==> src/rtl/execute_stage.sv <==
// RV32 execute stage: single-cycle ALU/branch/jump/address ops plus an iterative shift-add MUL,
// feeding a registered valid/ready result slot.
module execute_stage #(
    parameter int unsigned BUS_WIDTH        = 32,
    parameter int unsigned REG_WIDTH        = 5,
    parameter int unsigned INSTR_TYPE_WIDTH = 8
) (
    input  logic                        clk,
    input  logic                        reset,
    input  logic                        flush,
    input  logic                        in_valid,
    output logic                        in_ready,
    input  logic [BUS_WIDTH-1:0]        pc_in,
    input  logic [INSTR_TYPE_WIDTH-1:0] instr_type_in,
    input  logic [REG_WIDTH-1:0]        rd_in,
    input  logic                        rde_in,
    input  logic [BUS_WIDTH-1:0]        imm_in,
    input  logic [BUS_WIDTH-1:0]        rs1_data_in,
    input  logic [BUS_WIDTH-1:0]        rs2_data_in,
    output logic                        out_valid,
    input  logic                        out_ready,
    output logic [BUS_WIDTH-1:0]        pc_out,
    output logic [INSTR_TYPE_WIDTH-1:0] instr_type_out,
    output logic [REG_WIDTH-1:0]        rd_out,
    output logic                        rde_out,
    output logic [BUS_WIDTH-1:0]        result,
    output logic [BUS_WIDTH-1:0]        store_data,
    output logic                        br_taken,
    output logic [BUS_WIDTH-1:0]        br_target
);

    localparam int unsigned CntW = $clog2(BUS_WIDTH + 1);
    localparam logic [CntW-1:0] CntLoad = CntW'(BUS_WIDTH);

    localparam logic [INSTR_TYPE_WIDTH-1:0] TypeLw    = INSTR_TYPE_WIDTH'('h20);
    localparam logic [INSTR_TYPE_WIDTH-1:0] TypeSw    = INSTR_TYPE_WIDTH'('h21);
    localparam logic [INSTR_TYPE_WIDTH-1:0] TypeBeq   = INSTR_TYPE_WIDTH'('h30);
    localparam logic [INSTR_TYPE_WIDTH-1:0] TypeBne   = INSTR_TYPE_WIDTH'('h31);
    localparam logic [INSTR_TYPE_WIDTH-1:0] TypeBlt   = INSTR_TYPE_WIDTH'('h32);
    localparam logic [INSTR_TYPE_WIDTH-1:0] TypeBge   = INSTR_TYPE_WIDTH'('h33);
    localparam logic [INSTR_TYPE_WIDTH-1:0] TypeBltu  = INSTR_TYPE_WIDTH'('h34);
    localparam logic [INSTR_TYPE_WIDTH-1:0] TypeBgeu  = INSTR_TYPE_WIDTH'('h35);
    localparam logic [INSTR_TYPE_WIDTH-1:0] TypeJal   = INSTR_TYPE_WIDTH'('h38);
    localparam logic [INSTR_TYPE_WIDTH-1:0] TypeJalr  = INSTR_TYPE_WIDTH'('h39);
    localparam logic [INSTR_TYPE_WIDTH-1:0] TypeLui   = INSTR_TYPE_WIDTH'('h40);
    localparam logic [INSTR_TYPE_WIDTH-1:0] TypeAuipc = INSTR_TYPE_WIDTH'('h41);
    localparam logic [INSTR_TYPE_WIDTH-1:0] TypeMul   = INSTR_TYPE_WIDTH'('h50);

    typedef enum logic [1:0] {StIdle, StFull, StMul} state_e;

    state_e state_q, state_d;

    logic [CntW-1:0]             cnt_q, cnt_d;
    logic [BUS_WIDTH-1:0]        mul_acc_q, mul_acc_d;
    logic [BUS_WIDTH-1:0]        mul_mcand_q, mul_mcand_d;
    logic [BUS_WIDTH-1:0]        mul_mplier_q, mul_mplier_d;
    logic [BUS_WIDTH-1:0]        mul_acc_step;
    logic                        mul_done;

    logic [BUS_WIDTH-1:0]        pc_q, pc_d;
    logic [INSTR_TYPE_WIDTH-1:0] type_q, type_d;
    logic [REG_WIDTH-1:0]        rd_q, rd_d;
    logic                        rde_q, rde_d;
    logic [BUS_WIDTH-1:0]        result_q, result_d;
    logic [BUS_WIDTH-1:0]        store_q, store_d;
    logic                        br_taken_q, br_taken_d;
    logic [BUS_WIDTH-1:0]        br_target_q, br_target_d;

    logic                        accept;
    logic                        is_alu;
    logic [BUS_WIDTH-1:0]        alu_b, alu_res;
    logic [4:0]                  shamt;
    logic [BUS_WIDTH-1:0]        addr_sum, pc_imm, pc_inc;
    logic                        slt_ab, sltu_ab, br_eq, br_lt, br_ltu;
    logic [BUS_WIDTH-1:0]        dec_result, dec_store, dec_br_target;
    logic                        dec_rde, dec_br_taken, dec_is_mul;

    always_comb begin
        // Bit 4 of an ALU code selects the immediate as the second operand.
        alu_b    = instr_type_in[4] ? imm_in : rs2_data_in;
        shamt    = alu_b[4:0];
        addr_sum = rs1_data_in + imm_in;
        pc_imm   = pc_in + imm_in;
        pc_inc   = pc_in + BUS_WIDTH'(1);
        slt_ab   = $signed(rs1_data_in) < $signed(alu_b);
        sltu_ab  = rs1_data_in < alu_b;
        br_eq    = rs1_data_in == rs2_data_in;
        br_lt    = $signed(rs1_data_in) < $signed(rs2_data_in);
        br_ltu   = rs1_data_in < rs2_data_in;
        is_alu   = (instr_type_in[INSTR_TYPE_WIDTH-1:5] == '0) &&
                   (instr_type_in[3:0] != 4'h0) && (instr_type_in[3:0] <= 4'hA);

        case (instr_type_in[3:0])
            4'h1:    alu_res = rs1_data_in + alu_b;
            4'h2:    alu_res = rs1_data_in - alu_b;
            4'h3:    alu_res = rs1_data_in & alu_b;
            4'h4:    alu_res = rs1_data_in | alu_b;
            4'h5:    alu_res = rs1_data_in ^ alu_b;
            4'h6:    alu_res = rs1_data_in << shamt;
            4'h7:    alu_res = rs1_data_in >> shamt;
            4'h8:    alu_res = $unsigned($signed(rs1_data_in) >>> shamt);
            4'h9:    alu_res = {{(BUS_WIDTH-1){1'b0}}, slt_ab};
            4'hA:    alu_res = {{(BUS_WIDTH-1){1'b0}}, sltu_ab};
            default: alu_res = '0;
        endcase
    end

    always_comb begin
        dec_result    = '0;
        dec_store     = '0;
        dec_rde       = 1'b0;
        dec_br_taken  = 1'b0;
        dec_br_target = '0;
        dec_is_mul    = 1'b0;
        if (is_alu) begin
            dec_result = alu_res;
            dec_rde    = rde_in;
        end else begin
            case (instr_type_in)
                TypeLw: begin
                    dec_result = addr_sum;
                    dec_rde    = rde_in;
                end
                TypeSw: begin
                    dec_result = addr_sum;
                    dec_store  = rs2_data_in;
                end
                TypeBeq, TypeBne, TypeBlt, TypeBge, TypeBltu, TypeBgeu: begin
                    dec_br_target = pc_imm;
                    case (instr_type_in[2:0])
                        3'd0:    dec_br_taken = br_eq;
                        3'd1:    dec_br_taken = !br_eq;
                        3'd2:    dec_br_taken = br_lt;
                        3'd3:    dec_br_taken = !br_lt;
                        3'd4:    dec_br_taken = br_ltu;
                        default: dec_br_taken = !br_ltu;
                    endcase
                end
                TypeJal, TypeJalr: begin
                    dec_result    = pc_inc;
                    dec_rde       = rde_in;
                    dec_br_taken  = 1'b1;
                    dec_br_target = instr_type_in[0] ? addr_sum : pc_imm;
                end
                TypeLui: begin
                    dec_result = imm_in;
                    dec_rde    = rde_in;
                end
                TypeAuipc: begin
                    dec_result = pc_imm;
                    dec_rde    = rde_in;
                end
                TypeMul: begin
                    dec_rde    = rde_in;
                    dec_is_mul = 1'b1;
                end
                default: ;
            endcase
        end
    end

    // FSM: state register
    always_ff @(posedge clk) begin
        if (!reset) begin
            state_q <= StIdle;
        end else begin
            state_q <= state_d;
        end
    end

    // FSM: next state
    always_comb begin
        state_d = state_q;
        if (flush) begin
            state_d = StIdle;
        end else begin
            case (state_q)
                StIdle, StFull: begin
                    if (accept) begin
                        state_d = dec_is_mul ? StMul : StFull;
                    end else if (state_q == StFull && out_ready) begin
                        state_d = StIdle;
                    end
                end
                StMul: begin
                    if (mul_done) begin
                        state_d = StFull;
                    end
                end
                default: state_d = StIdle;
            endcase
        end
    end

    // FSM: outputs
    always_comb begin
        out_valid = (state_q == StFull);
        in_ready  = reset && !flush && (state_q != StMul) && (!out_valid || out_ready);
        accept    = in_valid && in_ready;
    end

    always_comb begin
        mul_acc_step = mul_acc_q + (mul_mplier_q[0] ? mul_mcand_q : '0);
        mul_done     = (state_q == StMul) && (cnt_q == CntW'(1));
        cnt_d        = cnt_q;
        mul_acc_d    = mul_acc_q;
        mul_mcand_d  = mul_mcand_q;
        mul_mplier_d = mul_mplier_q;
        if (flush) begin
            cnt_d = '0;
        end else if (accept && dec_is_mul) begin
            cnt_d        = CntLoad;
            mul_acc_d    = '0;
            mul_mcand_d  = rs1_data_in;
            mul_mplier_d = rs2_data_in;
        end else if (state_q == StMul) begin
            cnt_d        = cnt_q - CntW'(1);
            mul_acc_d    = mul_acc_step;
            mul_mcand_d  = mul_mcand_q << 1;
            mul_mplier_d = mul_mplier_q >> 1;
        end
    end

    always_comb begin
        pc_d        = pc_q;
        type_d      = type_q;
        rd_d        = rd_q;
        rde_d       = rde_q;
        result_d    = result_q;
        store_d     = store_q;
        br_taken_d  = br_taken_q;
        br_target_d = br_target_q;
        if (accept) begin
            pc_d        = pc_in;
            type_d      = instr_type_in;
            rd_d        = rd_in;
            rde_d       = dec_rde;
            result_d    = dec_result;
            store_d     = dec_store;
            br_taken_d  = dec_br_taken;
            br_target_d = dec_br_target;
        end else if (mul_done && !flush) begin
            result_d = mul_acc_step;
        end
    end

    always_ff @(posedge clk) begin
        if (!reset) begin
            cnt_q        <= '0;
            mul_acc_q    <= '0;
            mul_mcand_q  <= '0;
            mul_mplier_q <= '0;
            pc_q         <= '0;
            type_q       <= '0;
            rd_q         <= '0;
            rde_q        <= 1'b0;
            result_q     <= '0;
            store_q      <= '0;
            br_taken_q   <= 1'b0;
            br_target_q  <= '0;
        end else begin
            cnt_q        <= cnt_d;
            mul_acc_q    <= mul_acc_d;
            mul_mcand_q  <= mul_mcand_d;
            mul_mplier_q <= mul_mplier_d;
            pc_q         <= pc_d;
            type_q       <= type_d;
            rd_q         <= rd_d;
            rde_q        <= rde_d;
            result_q     <= result_d;
            store_q      <= store_d;
            br_taken_q   <= br_taken_d;
            br_target_q  <= br_target_d;
        end
    end

    assign pc_out         = pc_q;
    assign instr_type_out = type_q;
    assign rd_out         = rd_q;
    assign rde_out        = rde_q;
    assign result         = result_q;
    assign store_data     = store_q;
    assign br_taken       = br_taken_q;
    assign br_target      = br_target_q;

endmodule

==> config.mk <==
export PLATFORM = sky130hd
export DESIGN_NAME = execute_stage
export DESIGN_NICKNAME = d
export VERILOG_FILES = /design/src/rtl/execute_stage.sv
export SDC_FILE = /design/constraint.sdc
export NUM_CORES = 1
export LEC_CHECK = 0
export CORE_MARGIN = 2
export CORE_UTILIZATION = 44
export CTS_CLUSTER_SIZE = 40
export DETAILED_ROUTE_END_ITERATION = 8
export DONT_BUFFER_PORTS = 1
export PLACE_DENSITY = 0.69
export SYNTH_ARGS = -nofsm -noshare
export SYNTH_HDL_FRONTEND = slang
export SYNTH_SLANG_ARGS = --single-unit
==> constraint.sdc <==
create_clock -name clk -period 5.47 [get_ports clk]
set_input_delay 0.547 -clock clk [delete_from_list [all_inputs] [get_ports clk]]
set_output_delay 0.547 -clock clk [all_outputs]
set_load 0.005 [all_outputs]
# ---- Word-level counts from Yosys, hierarchy flattened
# Cells that the tools add are included.
dict set report classes {
  addsub 7
  n_lt_le_gt_ge 5
  n_eq_ne 34
  shifts 3
  n_mux 32
  bitwise_logic 5
  reduce_logical 31
}
# cell n
set ops {}
lappend ops {{32-bit two-way mux} 15}
lappend ops {{32-bit one-hot mux with 10 select lines} 1}
lappend ops {{32-bit adder} 4}
lappend ops {{32-bit < comparator} 4}
lappend ops {{32-bit one-hot mux with 4 select lines} 1}
lappend ops {{8-bit by 6-bit equality test with 1-bit output (second input constant)} 10}
lappend ops {{32-bit one-hot mux with 2 select lines} 1}
lappend ops {{32-bit by 1-bit adder with 32-bit output (second input constant)} 1}
lappend ops {{32-bit AND} 1}
lappend ops {{32-bit equality test} 1}
lappend ops {{32-bit OR} 1}
lappend ops {{32-bit by 5-bit left shift with 32-bit output} 1}
lappend ops {{32-bit by 5-bit >> shifter with 32-bit output} 1}
lappend ops {{32-bit by 5-bit >>> shifter with 32-bit output} 1}
lappend ops {{32-bit subtractor} 1}
lappend ops {{32-bit bitwise XOR} 1}
lappend ops {{8-bit by 7-bit equality test with 1-bit output (second input constant)} 3}
lappend ops {{4-bit by 3-bit equality test with 1-bit output (second input constant)} 4}
lappend ops {{4-bit equality test (second input constant)} 3}
lappend ops {{6-bit two-way mux} 2}
lappend ops {{6-bit OR reduction} 2}
lappend ops {{1-bit logical AND} 10}
lappend ops {{4-bit by 2-bit equality test with 1-bit output (second input constant)} 2}
lappend ops {{2-bit two-way mux} 4}
lappend ops {{25 further kinds} 42}
dict set report totals {
  ff_bits 247
  in_bits 147
  output_inout_bits 145
  wordCells 131
}

# ---- Depth between registers and ports, before layout
dict set report depth {
  ltp_word 8
  depth_mapped 19
  mapped_depth_nobuf 15
}

# ---- Worst setup path after synthesis
# No wires, ideal clock.
dict set report synth_timing {
  path_kind {input to register}
  start {in instr_type_in[4]}
  end {reg result_q[15], in the netlist result[15]}
  setup_time_ps 120
  arrival_ps 4650
  required_ps 5350
  setup_slack_ps 701
  cell_stages 18
  n_path_buf 6
  cell_sequence {buf_2 buf_2 mux2i_2 clkbuf_1 clkbuf_1 clkbuf_1 ha_1 clkbuf_1 nor2_1 o211ai_1 a32oi_1 a311oi_1 nor2_1 o41ai_1 o221ai_1 o21ai_0 a31oi_1 a211o_1}
}
dict set report synth_between {
  elab_chain_cells 5
  elab_cells_between_ends 21
  classes_between {add/sub: 2; eq/ne: 6; shift: 3; mux: 5; bitwise: 3; reduce/logical: 2}
}
# element line_no
set synth_rtl {}
lappend synth_rtl {{start, declared} 14} ;# input logic [INSTR_TYPE_WIDTH-1:0] instr_type_in,
lappend synth_rtl {{32-bit two-way mux or 8-bit by 6-bit equality test with 1-bit output (tied branches)} {80, 119}}
lappend synth_rtl {{32-bit subtractor, or another cell as far along} 95} ;# 4'h2: alu_res = rs1_data_in - alu_b;
lappend synth_rtl {{32-bit one-hot mux with 10 select lines or 32-bit one-hot mux with 4 select lines (tied branches)} {93, 119}}
lappend synth_rtl {{32-bit two-way mux (*)} 115} ;# if (is_alu) begin
lappend synth_rtl {{32-bit two-way mux (*)} 233} ;# if (accept) begin
lappend synth_rtl {{end signal, assigned} 270} ;# result_q <= result_d;
lappend synth_rtl {{end, declared} 64} ;# logic [BUS_WIDTH-1:0] result_q, result_d;
# Mark *: on every way between the ends. The rest lies on a longest branch, timed or not.
# A chain may end at the register's enable or synchronous reset.

# ---- Worst setup path in the final report
dict set report layout_timing {
  start {reg state_q[1]}
  end {reg result_q[28], in the netlist result[28]}
}
dict set report layout_between {
  elab_chain_cells 6
  elab_cells_between_ends 12
  classes_between {eq/ne: 3; mux: 1; reduce/logical: 8}
}
# element line_no
set layout_rtl {}
lappend layout_rtl {{start, declared} 51} ;# state_e state_q, state_d;
lappend layout_rtl {{start signal, assigned} 165} ;# state_q <= StIdle;
lappend layout_rtl {{start signal, assigned} 167} ;# state_q <= state_d;
lappend layout_rtl {{2-bit by 1-bit equality test with 1-bit output} 197} ;# out_valid = (state_q == StFull);
lappend layout_rtl {{1-bit zero test} 198} ;# in_ready = reset && !flush && (state_q != StMul) && (!out_valid || out_ready);
lappend layout_rtl {{1-bit logical OR} 198}
lappend layout_rtl {{1-bit logical AND} 198}
lappend layout_rtl {{1-bit logical AND} 199} ;# accept = in_valid && in_ready;
lappend layout_rtl {{32-bit two-way mux or 2-bit nonzero test (tied branches)} -}
# Parallel ways exist; a longest one is shown, timed or not.

==> impl_summary.log <==
[metrics] result of the run: complete, no violations
[metrics] initial cell density of the core: 0.444
[metrics] Post-DP HPWL: 97800 um
[metrics] clock tree sinks: 247
[metrics] Clock transition at path regs: 70 ps
[metrics] number of failing setup endpoints in the final timing report: 0
[metrics] worst r2r src: state_q[1]
[metrics] height of the die: 250 um
[metrics] Cells after Synth: 3743
[metrics] reg2reg path depth: 11
[metrics] Net count, final: 3954
[metrics] via count of the first global-routing pass: 27200
[metrics] post-layout instance count excluding filler cells: 4379
[metrics] first-pass GRT wire length: 184000 um
[metrics] ys flop type: dfxtp_1
[metrics] Yosys cell types: 82
[metrics] Power Density: 213 mW/mm2
[metrics] Static Leakage: 12.0 nW
[metrics] number of antenna violations at the first check in global routing: 5
[metrics] CTS root buffer: clkbuf_16
[metrics] most common cell type on the critical path: nor2_2
[metrics] RSZ-0062 raised after global routing: no
[metrics] port bufs: 0
[metrics] first element of the critical path: state_q[1]
[metrics] Max-Cap Viols: 0
[metrics] share of final-layout standard cells stronger than drive strength 1: 0.0442
[metrics] least setup slack across all paths after layout: 1490 ps
[metrics] CTS Buffer Depth: 3
[metrics] VDD IR max: 0.000236 V
[metrics] worst slack, placed: 1270 ps
[metrics] required time of the critical path: 5940 ps
[metrics] number of synthesized flops with an enable pin: 0
[metrics] startpoint of the worst hold path: rd_in[1]
[metrics] wire per inst: 29.0 um
[metrics] DRC viols: 0
[metrics] I/O pin count: 292
[metrics] critical path class: flop to flop
[metrics] slew of the pin with the lowest slew margin: 1210 ps
[metrics] element type at the critical path start: flop
[metrics] hold buffer count at cts: 0
[metrics] post-synthesis cell area: 0.0267 mm2
[metrics] WP data arrival: 4450 ps
[metrics] Endpoint, Worst Hold: rd_out[1]
[metrics] Area Overhead vs Synth: 6.13%
[metrics] number of flip-flops and latches in the synthesized netlist: 247
[metrics] CTS tree: yes
[metrics] capture instance of the worst register-to-register path: result[28]
[metrics] delay of the slowest critical-path stage: 700 ps
[metrics] H-tree levels: 1
[metrics] clock skew: 15.3 ps
[metrics] TritonCTS Buffers: 28
[metrics] global router's overall resource usage: 0.386
[metrics] count of vias placed by the detailed router: 30000
[metrics] post-CTS setup buffer count: 0
[metrics] Setup TNS: 0 ps
[metrics] sequential share of the synthesized area: 0.185
[metrics] Die ar.: 0.0627 mm2
[metrics] Final Critical Period: 3980 ps
[metrics] count of cells resized by post-cts repair: 0
[metrics] detailed-route vias per instance: 6.84
[metrics] slowest cell on the critical path: a221oi_1
[metrics] share of the clock period used by the worst path: 0.727
[metrics] count of routing violations after the opening detailed-route iteration: 4094
[metrics] Clk Latency, worst-skew pair: 590 ps
[metrics] wirelength, routed: 127000 um
[metrics] critical-path maximum fanout: 36
[metrics] maximum frequency from static timing analysis: 252 MHz
[metrics] GR Overflow Total: 0
[metrics] worst hold path cell count: 2
[metrics] number of optimization iterations in the first detailed-route pass: 6
[metrics] Core Rows: 90
[metrics] mean cell area of the mapped netlist: 7.13 um2
[metrics] number of nets produced by synthesis: 4124
[metrics] antenna-violating nets left: 0
[metrics] highest-count cells in the layout ignoring fill and taps: 550 x nand2_1, 268 x a21oi_1, 262 x nor2_1
[metrics] Fin. Hold Viols: 0
[metrics] Core ar.: 0.0601 mm2
[metrics] gpl congestion: 1.06
[metrics] HP Class: primary input to flop
[metrics] worst rel slew slack: 0.193
[metrics] Die X: 250 um
[metrics] pin count of the biggest net entering global routing: 246
[metrics] worst-path cell chain: inv_1 > nor2_1 > nand2b_4 > nor2_2 > buf_4 > nor2_2 > nand2_1 > o2111ai_1 > a221oi_1 > a32oi_1 > o31a_1
[metrics] cell count after placement: 4325
[metrics] async set-or-reset flop fraction in the synthesized netlist: 0
[metrics] Warnings, synthesis: 0
[metrics] leading cell type in the layout, fill and taps excluded: nand2_1
[metrics] r2r setup slk: 1490 ps
[metrics] element type at the critical path end: flop
[metrics] Final Slew Violations: 0
## cells in the mapped netlist (all sizes together), types with 62 or more instances
cell    number  area share
o21ai      220       0.041
a21boi      71       0.020
mux2i      117       0.044
inv        150       0.021
a21o        62       0.017
nand3      177       0.033
nand2      551       0.077
a21oi      268       0.050
xnor2       81       0.027
and2        70       0.016
dfxtp      247        0.19
ha         229        0.11
nor2       267       0.038
a22oi       63       0.018
a221oi      65       0.022
clkbuf     215       0.030
o211a       69       0.026
## sequential cells by signal, summed over array words and instances, names as in the netlist
register	cells
rd_out	5
pc_out	32
mul_mcand_q	32
cnt_q	6
result	32
mul_acc_q	32
mul_mplier_q	32
br_taken	1
state_q	2
store_data	32
rde_out	1
br_target	32
instr_type_out	8
## how the worst max path moves through the flow
stage | slack [ps] | end
3_5_place_dp | 1270 | result[23]
6_report | 1490 | result[28]
4_1_cts | 1610 | result[28]
2_1_floorplan | 700 | result[15]
5_1_grt | 1310 | mul_acc_q[28]
3_3_place_gp | 1280 | result[5]
## cells by family (layout without fill, tap and decap cells)
| group | count (synthesis) | after routing | share of synthesized area |
|---|---|---|---|
| XOR/XNOR | 139 | 139 | 0.0462 |
| other | 0 | 2 | 0 |
| adder cells (fa/ha/maj) | 234 | 234 | 0.111 |
| multiplexers | 126 | 126 | 0.0488 |
| flip-flops | 247 | 247 | 0.185 |
| buffers and inverters | 407 | 259 | 0.0579 |
| AO/OA/AOI/OAI | 1243 | 1243 | 0.320 |
| AND/OR/NAND/NOR | 1347 | 1347 | 0.231 |
## worst max-delay path, delay by kind of cell (launching register included)
kind	cells	cell delay, ps
AOI/OAI and AO/OA	4	1470
buffers and inverters	2	490
DFF	1	380
and+or+nand+nor	5	1510
## per-layer routing
layer | up-vias | global-route usage | wire length [um]
met2 | 1907 | 0.576 | 52800
met4 | 4 | 0.224 | 8830
li1 | 13400 | - | -
met3 | 461 | 0.119 | 15500
met1 | 14200 | 0.490 | 49800
met5 | - | 0 | 27
## power by group
part | leakage (nW) | internal (mW) | switching, mW
combinational | 9.44 | 0.657 | 1.26
sequential | 2.00 | 1.83 | 0.0343
clock | 0.526 | 1.41 | 0.845
total | 12.0 | 3.90 | 2.14
## layout make-up
| type | instances | area, um2 |
|---|---|---|
| inverter | 153 | 574 |
| sequential | 247 | 4940 |
| clock inverter | 15 | 290 |
| timing repair buffer | 54 | 405 |
| tap | 782 | 978 |
| multi-input combinational | 3089 | 20300 |
| fill | 6154 | 31800 |
| antenna | 2 | 5.00 |
| clock buffer | 37 | 806 |
## stage by stage
step	util	hold slack [ps]	instance area [um2]	total power [mW]
after CTS	0.471	92.7	28300	5.98
final	0.471	104	28300	6.04
after global placement	0.453	463	27200	3.75
after floorplan	-	455	26700	3.23
after global routing	0.471	101	28300	6.24
after detailed placement	0.453	477	27200	3.73
Power figures use the tool's default switching activity.
